==> config.mk <==
export PLATFORM = sky130hd
export DESIGN_NAME = seq_subtractor_32_bit_flat
export DESIGN_NICKNAME = d
export VERILOG_FILES = /design/src/rtl/seq_subtractor_32_bit_if.sv /design/src/rtl/seq_subtractor_32_bit.sv /design/src/flat_wrapper.sv
export SDC_FILE = /design/constraint.sdc
export NUM_CORES = 1
export LEC_CHECK = 0
export CORE_UTILIZATION = 53
export DETAILED_ROUTE_END_ITERATION = 12
export PLACE_DENSITY = 0.81
export SLEW_MARGIN = 20
export SYNTH_ARGS = -nofsm -noshare
export SYNTH_HDL_FRONTEND = slang
export SYNTH_SLANG_ARGS = --single-unit
==> constraint.sdc <==
create_clock -name clk -period 4.4 [get_ports clk]
set_clock_uncertainty 0.1 [all_clocks]
set_input_delay 0.44 -clock clk [delete_from_list [all_inputs] [get_ports clk]]
set_output_delay 0.44 -clock clk [all_outputs]
set_load 0.05 [all_outputs]
==> src/rtl/seq_subtractor_32_bit_if.sv <==
// Request/response bundle for the sequential subtractor: operands and start
// from the controller, busy/done and the result with its condition flags back.
interface seq_subtractor_32_bit_if #(
    parameter int WIDTH = 32
);
    logic             start;
    logic [WIDTH-1:0] input1;
    logic [WIDTH-1:0] input2;
    logic             borrowIn;
    logic             busy;
    logic             done;
    logic [WIDTH-1:0] difference;
    logic             borrow;
    logic             zero;
    logic             negative;
    logic             overflow;

    modport master (
        output start, input1, input2, borrowIn,
        input  busy, done, difference, borrow, zero, negative, overflow
    );

    modport slave (
        input  start, input1, input2, borrowIn,
        output busy, done, difference, borrow, zero, negative, overflow
    );
endinterface

==> src/rtl/seq_subtractor_32_bit.sv <==
// Multi-cycle subtractor: one CHUNK-bit slice per clock, LSB slice first,
// rippling the borrow; the result and flags update only on the final slice.
module seq_subtractor_32_bit #(
    parameter int WIDTH = 32,
    parameter int CHUNK = 8
) (
    input  logic                      clk,
    input  logic                      reset,
    seq_subtractor_32_bit_if.slave    bus
);
    localparam int NCHUNK = WIDTH / CHUNK;
    localparam int IDX_W  = (NCHUNK > 1) ? $clog2(NCHUNK) : 1;
    localparam logic [IDX_W-1:0] LAST_IDX = IDX_W'(NCHUNK - 1);

    generate
        if ((WIDTH % CHUNK) != 0) begin : g_bad_chunk
            $error("WIDTH must be an integer multiple of CHUNK");
        end
    endgenerate

    typedef enum logic [1:0] {S_IDLE, S_RUN, S_DONE} state_t;

    state_t             state_q, state_d;
    logic [WIDTH-1:0]   a_q, a_d, b_q, b_d;
    logic               a_msb_q, a_msb_d, b_msb_q, b_msb_d;
    logic               bin_q, bin_d;
    logic [IDX_W-1:0]   idx_q, idx_d;
    logic [WIDTH-1:0]   part_q, part_d;
    logic [WIDTH-1:0]   diff_q, diff_d;
    logic               borrow_q, borrow_d;
    logic               zero_q, zero_d;
    logic               neg_q, neg_d;
    logic               ovf_q, ovf_d;

    // Operands shift right each RUN cycle so the active slice is always the
    // low CHUNK bits; finished slices enter the partial result from the top.
    logic [CHUNK:0]     slice_w;
    logic [WIDTH-1:0]   full_w;

    assign slice_w = {1'b0, a_q[CHUNK-1:0]} - {1'b0, b_q[CHUNK-1:0]}
                   - {{CHUNK{1'b0}}, bin_q};

    generate
        if (NCHUNK == 1) begin : g_one_slice
            assign full_w = slice_w[CHUNK-1:0];
        end else begin : g_multi_slice
            assign full_w = {slice_w[CHUNK-1:0], part_q[WIDTH-1:CHUNK]};
        end
    endgenerate

    always_comb begin
        state_d  = state_q;
        a_d      = a_q;
        b_d      = b_q;
        a_msb_d  = a_msb_q;
        b_msb_d  = b_msb_q;
        bin_d    = bin_q;
        idx_d    = idx_q;
        part_d   = part_q;
        diff_d   = diff_q;
        borrow_d = borrow_q;
        zero_d   = zero_q;
        neg_d    = neg_q;
        ovf_d    = ovf_q;
        case (state_q)
            S_IDLE: begin
                if (bus.start) begin
                    a_d     = bus.input1;
                    b_d     = bus.input2;
                    a_msb_d = bus.input1[WIDTH-1];
                    b_msb_d = bus.input2[WIDTH-1];
                    bin_d   = bus.borrowIn;
                    idx_d   = '0;
                    part_d  = '0;
                    state_d = S_RUN;
                end
            end
            S_RUN: begin
                part_d = full_w;
                a_d    = a_q >> CHUNK;
                b_d    = b_q >> CHUNK;
                bin_d  = slice_w[CHUNK];
                if (idx_q == LAST_IDX) begin
                    // Flags come from the complete result, never a single slice.
                    diff_d   = full_w;
                    borrow_d = slice_w[CHUNK];
                    zero_d   = (full_w == '0);
                    neg_d    = full_w[WIDTH-1];
                    ovf_d    = (a_msb_q != b_msb_q) && (full_w[WIDTH-1] != a_msb_q);
                    state_d  = S_DONE;
                end else begin
                    idx_d = idx_q + IDX_W'(1);
                end
            end
            S_DONE:  state_d = S_IDLE;
            default: state_d = S_IDLE;
        endcase
    end

    always_ff @(posedge clk or posedge reset) begin
        if (reset) begin
            state_q  <= S_IDLE;
            a_q      <= '0;
            b_q      <= '0;
            a_msb_q  <= 1'b0;
            b_msb_q  <= 1'b0;
            bin_q    <= 1'b0;
            idx_q    <= '0;
            part_q   <= '0;
            diff_q   <= '0;
            borrow_q <= 1'b0;
            zero_q   <= 1'b0;
            neg_q    <= 1'b0;
            ovf_q    <= 1'b0;
        end else begin
            state_q  <= state_d;
            a_q      <= a_d;
            b_q      <= b_d;
            a_msb_q  <= a_msb_d;
            b_msb_q  <= b_msb_d;
            bin_q    <= bin_d;
            idx_q    <= idx_d;
            part_q   <= part_d;
            diff_q   <= diff_d;
            borrow_q <= borrow_d;
            zero_q   <= zero_d;
            neg_q    <= neg_d;
            ovf_q    <= ovf_d;
        end
    end

    assign bus.busy       = (state_q != S_IDLE);
    assign bus.done       = (state_q == S_DONE);
    assign bus.difference = diff_q;
    assign bus.borrow     = borrow_q;
    assign bus.zero       = zero_q;
    assign bus.negative   = neg_q;
    assign bus.overflow   = ovf_q;
endmodule

==> src/flat_wrapper.sv <==
// flat-port wrapper written by rule: the top's interface ports become plain ports
module seq_subtractor_32_bit_flat 
#(
    parameter int WIDTH = 32,
    parameter int CHUNK = 8
)
  (clk, reset, bus_start, bus_input1, bus_input2, bus_borrowIn, bus_busy, bus_done, bus_difference, bus_borrow, bus_zero, bus_negative, bus_overflow);
  seq_subtractor_32_bit_if #(.WIDTH(WIDTH)) bus_i ();
  input  logic clk;
  input  logic reset;
  input wire logic [$bits(bus_i.start)-1:0] bus_start;
  input wire logic [$bits(bus_i.input1)-1:0] bus_input1;
  input wire logic [$bits(bus_i.input2)-1:0] bus_input2;
  input wire logic [$bits(bus_i.borrowIn)-1:0] bus_borrowIn;
  output wire logic [$bits(bus_i.busy)-1:0] bus_busy;
  output wire logic [$bits(bus_i.done)-1:0] bus_done;
  output wire logic [$bits(bus_i.difference)-1:0] bus_difference;
  output wire logic [$bits(bus_i.borrow)-1:0] bus_borrow;
  output wire logic [$bits(bus_i.zero)-1:0] bus_zero;
  output wire logic [$bits(bus_i.negative)-1:0] bus_negative;
  output wire logic [$bits(bus_i.overflow)-1:0] bus_overflow;
  assign bus_i.start = bus_start;
  assign bus_i.input1 = bus_input1;
  assign bus_i.input2 = bus_input2;
  assign bus_i.borrowIn = bus_borrowIn;
  assign bus_busy = bus_i.busy;
  assign bus_done = bus_i.done;
  assign bus_difference = bus_i.difference;
  assign bus_borrow = bus_i.borrow;
  assign bus_zero = bus_i.zero;
  assign bus_negative = bus_i.negative;
  assign bus_overflow = bus_i.overflow;
  seq_subtractor_32_bit #(.WIDTH(WIDTH), .CHUNK(CHUNK)) u_core (.clk(clk), .reset(reset), .bus(bus_i));
endmodule
==> results of run 1 <==
[synthesized netlist by cell type, drive strengths merged (2+ instances only)]
| master | instances | share of area (%) |
|---|---|---|
| dfrtp | 130 | 56 |
| and4 | 2 | 0.34 |
| nor2 | 8 | 0.56 |
| fa | 2 | 0.68 |
| xnor2 | 3 | 0.45 |
| inv | 25 | 1.6 |
| nand3 | 2 | 0.17 |
| and2 | 3 | 0.36 |
| nor3 | 2 | 0.17 |
| buf | 20 | 1.8 |
| nor4 | 6 | 0.64 |
| nand2 | 65 | 4.2 |
| nor2b | 2 | 0.21 |
| mux2i | 37 | 6.3 |
| ha | 15 | 3.2 |
| mux2 | 29 | 5.6 |
| clkbuf | 12 | 0.77 |
| nand2b | 4 | 0.43 |
| xor2 | 3 | 0.45 |
| o21a | 2 | 0.26 |
| or3 | 2 | 0.30 |
| a22o | 35 | 5.2 |
| o31ai | 2 | 0.34 |
| a21o | 2 | 0.28 |
| nor3b | 12 | 1.5 |
| o21ai | 64 | 5.5 |
| a21oi | 15 | 1.3 |
| nand4 | 2 | 0.21 |
[critical path, stage by stage (launching register included)]
cell and delay [ns]:
dfrtp_1 0.94, nor2b_2 0.28, buf_4 0.32, nand2_2 0.50, inv_2 0.42, nand3b_1 0.11, nor4_1 0.19, a211o_1 0.14
[routing by layer]
layer,track usage [%],part of all wire [%]
met5,0,0
met4,8.32,1.6
met3,4.74,4.6
met2,39.9,50
met1,30.1,44
[registers in the layout (all words and copies together), names as in the netlist]
| name | count |
|---|---|
| u_core.b_q | 32 |
| u_core.part_q | 24 |
| u_core.bus.zero | 1 |
| u_core.a_msb_q | 1 |
| u_core.bus.borrow | 1 |
| u_core.b_msb_q | 1 |
| u_core.idx_q | 2 |
| u_core.bin_q | 1 |
| u_core.state_q | 2 |
| u_core.bus.difference | 31 |
| u_core.a_q | 32 |
| u_core.bus.negative | 1 |
| u_core.bus.overflow | 1 |
[cell type report]
type / instances / area (µm²)
Timing Repair Buffer: 109 / 1090
Multi-Input combinational cell: 328 / 2380
Tap cell: 140 / 175
Inverter: 25 / 96.3
Sequential cell: 130 / 3250
Clock inverter: 12 / 135
Fill cell: 795 / 3220
Clock buffer: 20 / 435
[worst paths after layout]
kind | startpoint | end | slack (ns) | depth (start not counted)
setup / recovery | u_core.state_q[0] | u_core.bus.overflow | 1.34 | 7
hold / removal | reset | u_core.bus.difference[6] | 0.30 | 2
setup reg to reg | u_core.state_q[0] | u_core.bus.overflow | 1.34 | 7
hold reg to reg | u_core.bus.difference[20] | u_core.bus.difference[20] | 0.38 | 1
max in group asynchronous | reset | u_core.part_q[24] | 2.97 | 3
min in group clk | u_core.bus.difference[20] | u_core.bus.difference[20] | 0.38 | 1
[power by group through the flow]
stage | combinational (W) | clock [W] | sequential (W)
after floorplan | 0.00208 | 0 | 0.00243
after global placement | 0.00319 | 0 | 0.00208
after detailed placement | 0.00329 | 0 | 0.00211
after CTS | 0.00332 | 0.00135 | 0.00210
after global routing | 0.00359 | 0.00141 | 0.00216
final | 0.00328 | 0.00134 | 0.00210
[stage by stage]
| stage | instance area (µm²) | power, W | hold WS (ns) | std cells | utilization (%) |
|---|---|---|---|---|---|
| global placement | 7000 | 0.00527 | 0.366 | 732 | 64.8 |
| finish | 7570 | 0.00672 | 0.300 | 764 | 70.1 |
| global route | 7570 | 0.00717 | 0.373 | 764 | 70.1 |
| CTS | 7570 | 0.00677 | 0.322 | 764 | 70.1 |
| detailed placement | 7000 | 0.00540 | 0.374 | 732 | 64.8 |
| floorplan | 5860 | 0.00451 | 0.355 | 515 | - |
[logic make-up (layout without fill, tap and decap cells)]
| group | after synthesis | in the layout | synth area share [%] |
|---|---|---|---|
| AND/OR/NAND/NOR | 113 | 113 | 9.52 |
| multiplexers | 66 | 66 | 12.0 |
| AO/OA/AOI/OAI | 126 | 126 | 14.0 |
| flip-flops | 130 | 130 | 55.5 |
| adder cells (fa/ha/maj) | 17 | 17 | 3.89 |
| buffers and inverters | 57 | 166 | 4.19 |
| XOR/XNOR | 6 | 6 | 0.897 |
==> results.cfg, run 1 <==
[die]
core_area_mm2 = 0.0108
die_w_um = 107
dieArea_mm2 = 0.0115
die_h_um = 107
start_util_pct = 54.3
rows = 38
io_pins = 106

[cts]
cts_buffer_depth = 2
postCtsResizedCells = 0
cts_hold_buf = 0
cts.reportedPaths.clkPinSlew_ns = 0.06
htreeDepth = 4
clk-insertion-delay-late_ns = 0.52
cts_root_buf = clkbuf_8
cts_buffers = 17
cts_tree = done
clock_sinks = 130
post_cts_buffers = 0

[timing]
hold_violations = 0
rsz0062_at_grt = false
drv_slew = 0
relSlewSlack_pct = 39.4
fmax_ghz = 0.327
post-route-min-period_ns = 3.06
min_period_over_period_pct = 69.5
final.setup.tns_ns = 0
tightest_slew_ns = 0.908
finalSetupViolations = 0
setup_ws_ns = 1.34

[yosys]
synth_async_sr_flop_share_pct = 100
synth_edf_count = 0
synth-main-ff-cell = dfrtp_1
synthCells = 515
yosys_warnings = 0
avgSynthCellArea_um2 = 11.4
synth_area_mm2 = 0.00586
ys_seq_area_share_pct = 55.5
ys_types = 50
ys_ff_latch = 130
syn_nets = 600

[power_and_ir_drop]
seqPwrFrac_pct = 31.2
irDropWorstVdd_uv = 473
p_int_w = 0.00387
p_sw_w = 0.00286
p_leak_nw = 3.40
combPwrFrac_pct = 48.8
cellPowerDensity_mw_per_mm2 = 888
power_switching_share_pct = 42.5
pwr-share-clk_pct = 20.0

[grt]
overflow = 0
antenna_found_initial = 0
grt_pass1_vias = 4220
grt_pass1_wl_um = 20600
track_usage_pct = 23.6
grt_max_degree = 100

[layout]
mostFrequentLayoutCell = dfrtp_1
nets = 696
areaGrowthSynthToFinish_pct = 29.2
drive_above_1_share_pct = 8.33
mostFrequentLayoutCells = dfrtp_1 (130), clkdlybuf4s50_1 (105), nand2_1 (64)
diodes = 0

[drt]
detail-route-antenna-nets = 0
drc = 0
vias = 4197
drt-total-wl_um = 12500
drt-initial-drc-count = 173
wl_per_cell_um = 16.4
drt_pass1_iterations = 5
vias_per_cell = 5.49

[critical_path]
critPathRequiredTime_ns = 4.76
critPathKind = reg2reg
cp_max_fo = 34
worst_ep_arrival_time_ns = 3.42
start_kind = flip-flop
crit_path_end_kind = flip-flop

[flow_run]
maxCapViolations = 0

[placed_design]
hpwlAfterDp_um = 8760
io_buffers = 105
place.gp.congestion = 0.799
place_ws_ns = 1.39

[worst_hold_path]
hold_path_class = in2async

[status]
outcome = completed
No activity file was read; power rests on OpenSTA's default activity.
==> run 2: changes to the inputs <==
==> constraint.sdc (replaced) <==
create_clock -name clk -period 3.1 [get_ports clk]
set_clock_uncertainty 0.1 [all_clocks]
set_input_delay 0.31 -clock clk [delete_from_list [all_inputs] [get_ports clk]]
set_output_delay 0.31 -clock clk [all_outputs]
set_load 0.05 [all_outputs]
==> results.cfg, run 2 (synthesis results as in run 1) <==
[grt]
grt_pass1_vias = 4383
track_usage_pct = 25.0
grt_pass1_wl_um = 21700
overflow = 0
grt_max_degree = 80
antenna_found_initial = 0

[placed_design]
place.gp.congestion = 0.819
dp_cells = 739
hpwlAfterDp_um = 9200
io_buffers = 105
postPlaceCellArea_mm2 = 0.00706

[power_and_ir_drop]
cellPowerDensity_mw_per_mm2 = 1250
irDropWorstVdd_uv = 666
finalPower_w = 0.00950
p_leak_nw = 3.43

[critical_path]
start_kind = flip-flop
crit_family = adder cells
cpPeakStageDelay_ns = 0.49
worstSetupPathDepth = 8
worst_ep_arrival_time_ns = 3.13
crit_path_end_kind = flip-flop
r2r-start = u_core.bin_q
critPathKind = reg2reg
crit_buf_inv = 1
crit_top_cell = fa_1
cp_max_fo = 3
worstSetupStartpoint = u_core.bin_q
cp_slowest_cell = a2111oi_2
reg2reg_depth = 8
critPathRequiredTime_ns = 3.43
crit_chain = inv_1 -> fa_1 -> fa_1 -> nand2b_1 -> a2111oi_2 -> o31ai_1 -> xor2_1 -> a221oi_2

[layout]
finalNonFillerCells = 768
mostFrequentLayoutCells = dfrtp_1 (130), clkdlybuf4s50_1 (105), nand2_1 (64)
mostFrequentLayoutCell = dfrtp_1
drive_above_1_share_pct = 8.76
nets = 703
multiInputGateArea_mm2 = 0.00238
finalInstanceArea_mm2 = 0.00759
fillers = 808
fin_util_pct = 70.3
areaGrowthSynthToFinish_pct = 29.5
diodes = 0
seq_area_mm2 = 0.00325

[flow_run]
maxCapViolations = 0

[die]
dieArea_mm2 = 0.0115
die_w_um = 107
die_h_um = 107
rows = 38
start_util_pct = 54.3
io_pins = 106
core_area_mm2 = 0.0108

[worst_hold_path]
hold_path_class = in2async

[drt]
drt_pass1_iterations = 6
detail-route-antenna-nets = 0
wl_per_cell_um = 17.0
drt-total-wl_um = 13100
vias = 4246
vias_per_cell = 5.53
drt-initial-drc-count = 128
drc = 0

[cts]
cts.reportedPaths.clkPinSlew_ns = 0.06
cts_root_buf = clkbuf_8
clock_sinks = 130
cts_buffer_depth = 2
cts_hold_buf = 0
cts_buffers = 17
postCtsResizedCells = 0
cts_tree = done
clk-insertion-delay-late_ns = 0.52
htreeDepth = 4
post_cts_buffers = 0

[timing]
final.setup.tns_ns = 0
tightest_slew_ns = 0.668
min_period_over_period_pct = 90.5
relSlewSlack_pct = 55.4
finalSetupViolations = 0
hold_violations = 0
rsz0062_at_grt = false
fmax_ghz = 0.356
post-route-min-period_ns = 2.81
drv_slew = 0

[status]
outcome = completed
run 2: cell types whose count changed in the layout (fill, tap and decap cells not counted), sizes merged:
cell      change
clkinvlp      -2
clkinv        -2
clkbuf        +3
inv           -1
bufinv        -1
buf           +7
run 2: power by group:
part           internal (W)  switching [W]  leakage, nW  total (W)
sequential          0.00243       0.000540         1.67    0.00297
clock               0.00111       0.000668        0.259    0.00177
combinational       0.00195        0.00282         1.50    0.00476
run 2: path summary, 6_finish.rpt:
kind                                     end  slack [ns]
min in group clk              u_core.a_q[29]        0.29
min                        u_core.part_q[18]        0.08
max reg2reg                     u_core.bin_q        0.29
min reg2reg                   u_core.b_q[13]        0.38
max                             u_core.bin_q        0.29
max in group asynchronous      u_core.a_q[2]        2.00
run 2: per-layer routing:
metal | share of wire (%) | GRT usage, %
met1 | 42 | 30.5
met2 | 51 | 42.2
met3 | 5.5 | 7.05
met4 | 2.0 | 9.20
met5 | 0 | 0
run 2: area by class of cell:
| type | instances | area share [%] |
|---|---|---|
| Clock buffer | 23 | 6.15 |
| Clock inverter | 6 | 0.759 |
| Inverter | 25 | 1.29 |
| Multi-Input combinational cell | 328 | 31.3 |
| Sequential cell | 130 | 42.9 |
| Tap cell | 140 | 2.31 |
| Timing Repair Buffer | 116 | 15.3 |
run 2: through the flow:
step | hold WS [ns] | setup slack [ns]
2_1_floorplan | 0.343 | 0.542
3_3_place_gp | 0.365 | 0.435
3_5_place_dp | 0.374 | 0.336
4_1_cts | 0.0801 | 0.309
5_1_grt | 0.119 | 0.194
6_report | 0.0776 | 0.294
run 2: worst register-to-register path, stage by stage (launching register included):
cell and delay [ns]:
dfrtp_1 0.32, inv_1 0.07, fa_1 0.48, fa_1 0.46
nand2b_1 0.20, a2111oi_2 0.49, o31ai_1 0.16, xor2_1 0.19
a221oi_2 0.25
==> run 3: changes to the inputs <==
--- a/config.mk
+++ b/config.mk
@@ -8,6 +8,7 @@
 export CORE_UTILIZATION = 53
 export DETAILED_ROUTE_END_ITERATION = 12
 export PLACE_DENSITY = 0.81
+export RECOVER_POWER = 50
 export SLEW_MARGIN = 20
 export SYNTH_ARGS = -nofsm -noshare
 export SYNTH_HDL_FRONTEND = slang
==> results.cfg, run 3 (synthesis results as in run 1) <==
[status]
outcome = completed

[placed_design]
hpwlAfterDp_um = 9200
postPlaceCellArea_mm2 = 0.00706
place_ws_ns = 0.336
place.gp.congestion = 0.819
io_buffers = 105
dp_cells = 739

[drt]
wl_per_cell_um = 17.1
drc = 0
drt_pass1_iterations = 4
detail-route-antenna-nets = 0
drt-total-wl_um = 13100
vias = 4258
drt-initial-drc-count = 133
vias_per_cell = 5.54

[critical_path]
crit_chain = inv_1 -> fa_1 -> fa_1 -> nand2b_1 -> a2111oi_2 -> o31ai_1 -> xor2_1 -> a221oi_2
start_kind = flip-flop
cpPeakStageDelay_ns = 0.49
critPathRequiredTime_ns = 3.43
r2r-start = u_core.bin_q
cp_slowest_cell = a2111oi_2
r2r-end = u_core.bin_q
reg2reg_depth = 8
cp_max_fo = 3
worst_ep_arrival_time_ns = 3.13
crit_path_end_kind = flip-flop
critPathKind = reg2reg
crit_top_cell = fa_1
r2r_slack_ns = 0.29

[die]
core_area_mm2 = 0.0108
die_w_um = 107
rows = 38
dieArea_mm2 = 0.0115
io_pins = 106
die_h_um = 107
start_util_pct = 54.3

[timing]
finalSetupViolations = 0
rsz0062_at_grt = false
post-route-min-period_ns = 2.81
final.setup.tns_ns = 0
hold_violations = 0
relSlewSlack_pct = 7.80
tightest_slew_ns = 1.38
min_period_over_period_pct = 90.5
setup_ws_ns = 0.293
fmax_ghz = 0.356
drv_slew = 0

[worst_hold_path]
holdPathStages = 2
min_from = bus_input1[29]
min_to = u_core.a_q[29]
hold_path_class = in2reg

[cts]
post_cts_buffers = 0
cts_buffer_depth = 2
cts.reportedPaths.clkPinSlew_ns = 0.06
postCtsResizedCells = 0
cts_tree = done
htreeDepth = 4
clock_sinks = 130
clk-insertion-delay-late_ns = 0.52
cts_buffers = 17
cts_root_buf = clkbuf_8
cts_hold_buf = 0

[layout]
diodes = 0
drive_above_1_share_pct = 8.28
finalNonFillerCells = 768
areaGrowthSynthToFinish_pct = 29.1
finalInstanceArea_mm2 = 0.00756
mostFrequentLayoutCell = dfrtp_1
nets = 703
mostFrequentLayoutCells = dfrtp_1 (130), clkdlybuf4s50_1 (104), nand2_1 (64)

[power_and_ir_drop]
p_int_w = 0.00547
power_switching_share_pct = 42.4
seqPwrFrac_pct = 31.2
cellPowerDensity_mw_per_mm2 = 1260
p_sw_w = 0.00403
finalPower_w = 0.00950
combPwrFrac_pct = 50.1
pwr-share-clk_pct = 18.7
irDropWorstVdd_uv = 667
p_leak_nw = 3.41

[grt]
grt_pass1_wl_um = 21700
grt_pass1_vias = 4383
overflow = 0
track_usage_pct = 25.0
antenna_found_initial = 0
grt_max_degree = 80

[flow_run]
maxCapViolations = 0
==> run 3: final cells by class <==
cell class,instances,area (µm²)
clock buffers,23,467
clock inverters,6,57.6
fillers,816,3230
inverters,25,95.1
multi-input cells,328,2370
flip-flops and latches,130,3250
well taps,140,175
repair buffers,116,1140
==> run 3: worst max-delay path by stage <==
stage          slack, ns  cells past startpoint      endpoint          from
2_1_floorplan       0.54                      8  u_core.bin_q  u_core.bin_q
3_3_place_gp        0.44                      8  u_core.bin_q  u_core.bin_q
3_5_place_dp        0.34                      8  u_core.bin_q  u_core.bin_q
4_1_cts             0.31                      8  u_core.bin_q  u_core.bin_q
5_1_grt             0.19                      8  u_core.bin_q  u_core.bin_q
6_report            0.29                      8  u_core.bin_q  u_core.bin_q
==> run 3: through the flow <==
stage          util (%)  hold WS [ns]
2_1_floorplan         -         0.343
3_3_place_gp       65.4         0.365
3_5_place_dp       65.4         0.374
4_1_cts            70.3        0.0801
5_1_grt            70.1         0.291
6_report           70.1         0.289
==> run 3: critical path, delay by kind of cell, from the launching register on <==
kind	cells	cell delay [ns]
and+or+nand+nor	1	0.20
buffers and inverters	1	0.07
DFF	1	0.32
xor gates and xnor gates	1	0.19
adders and majority gates	2	0.94
AOI/OAI and AO/OA	3	0.90
==> run 3: power by group through the flow <==
| stage | Clock, W | Combinational, W | Sequential [W] |
|---|---|---|---|
| 2_1_floorplan | 0 | 0.00295 | 0.00345 |
| 3_3_place_gp | 0 | 0.00457 | 0.00293 |
| 3_5_place_dp | 0 | 0.00474 | 0.00298 |
| 4_1_cts | 0.00180 | 0.00480 | 0.00296 |
| 5_1_grt | 0.00187 | 0.00519 | 0.00305 |
| 6_report | 0.00178 | 0.00475 | 0.00297 |
==> run 3: per-layer routing <==
metal	vias to the layer above	share of wire, %	GRT usage [%]
met4	0	2.0	9.20
met1	2080	42	30.5
met3	23	5.4	7.05
li1	2017	-	-
met5	-	0	0
met2	138	50	42.2
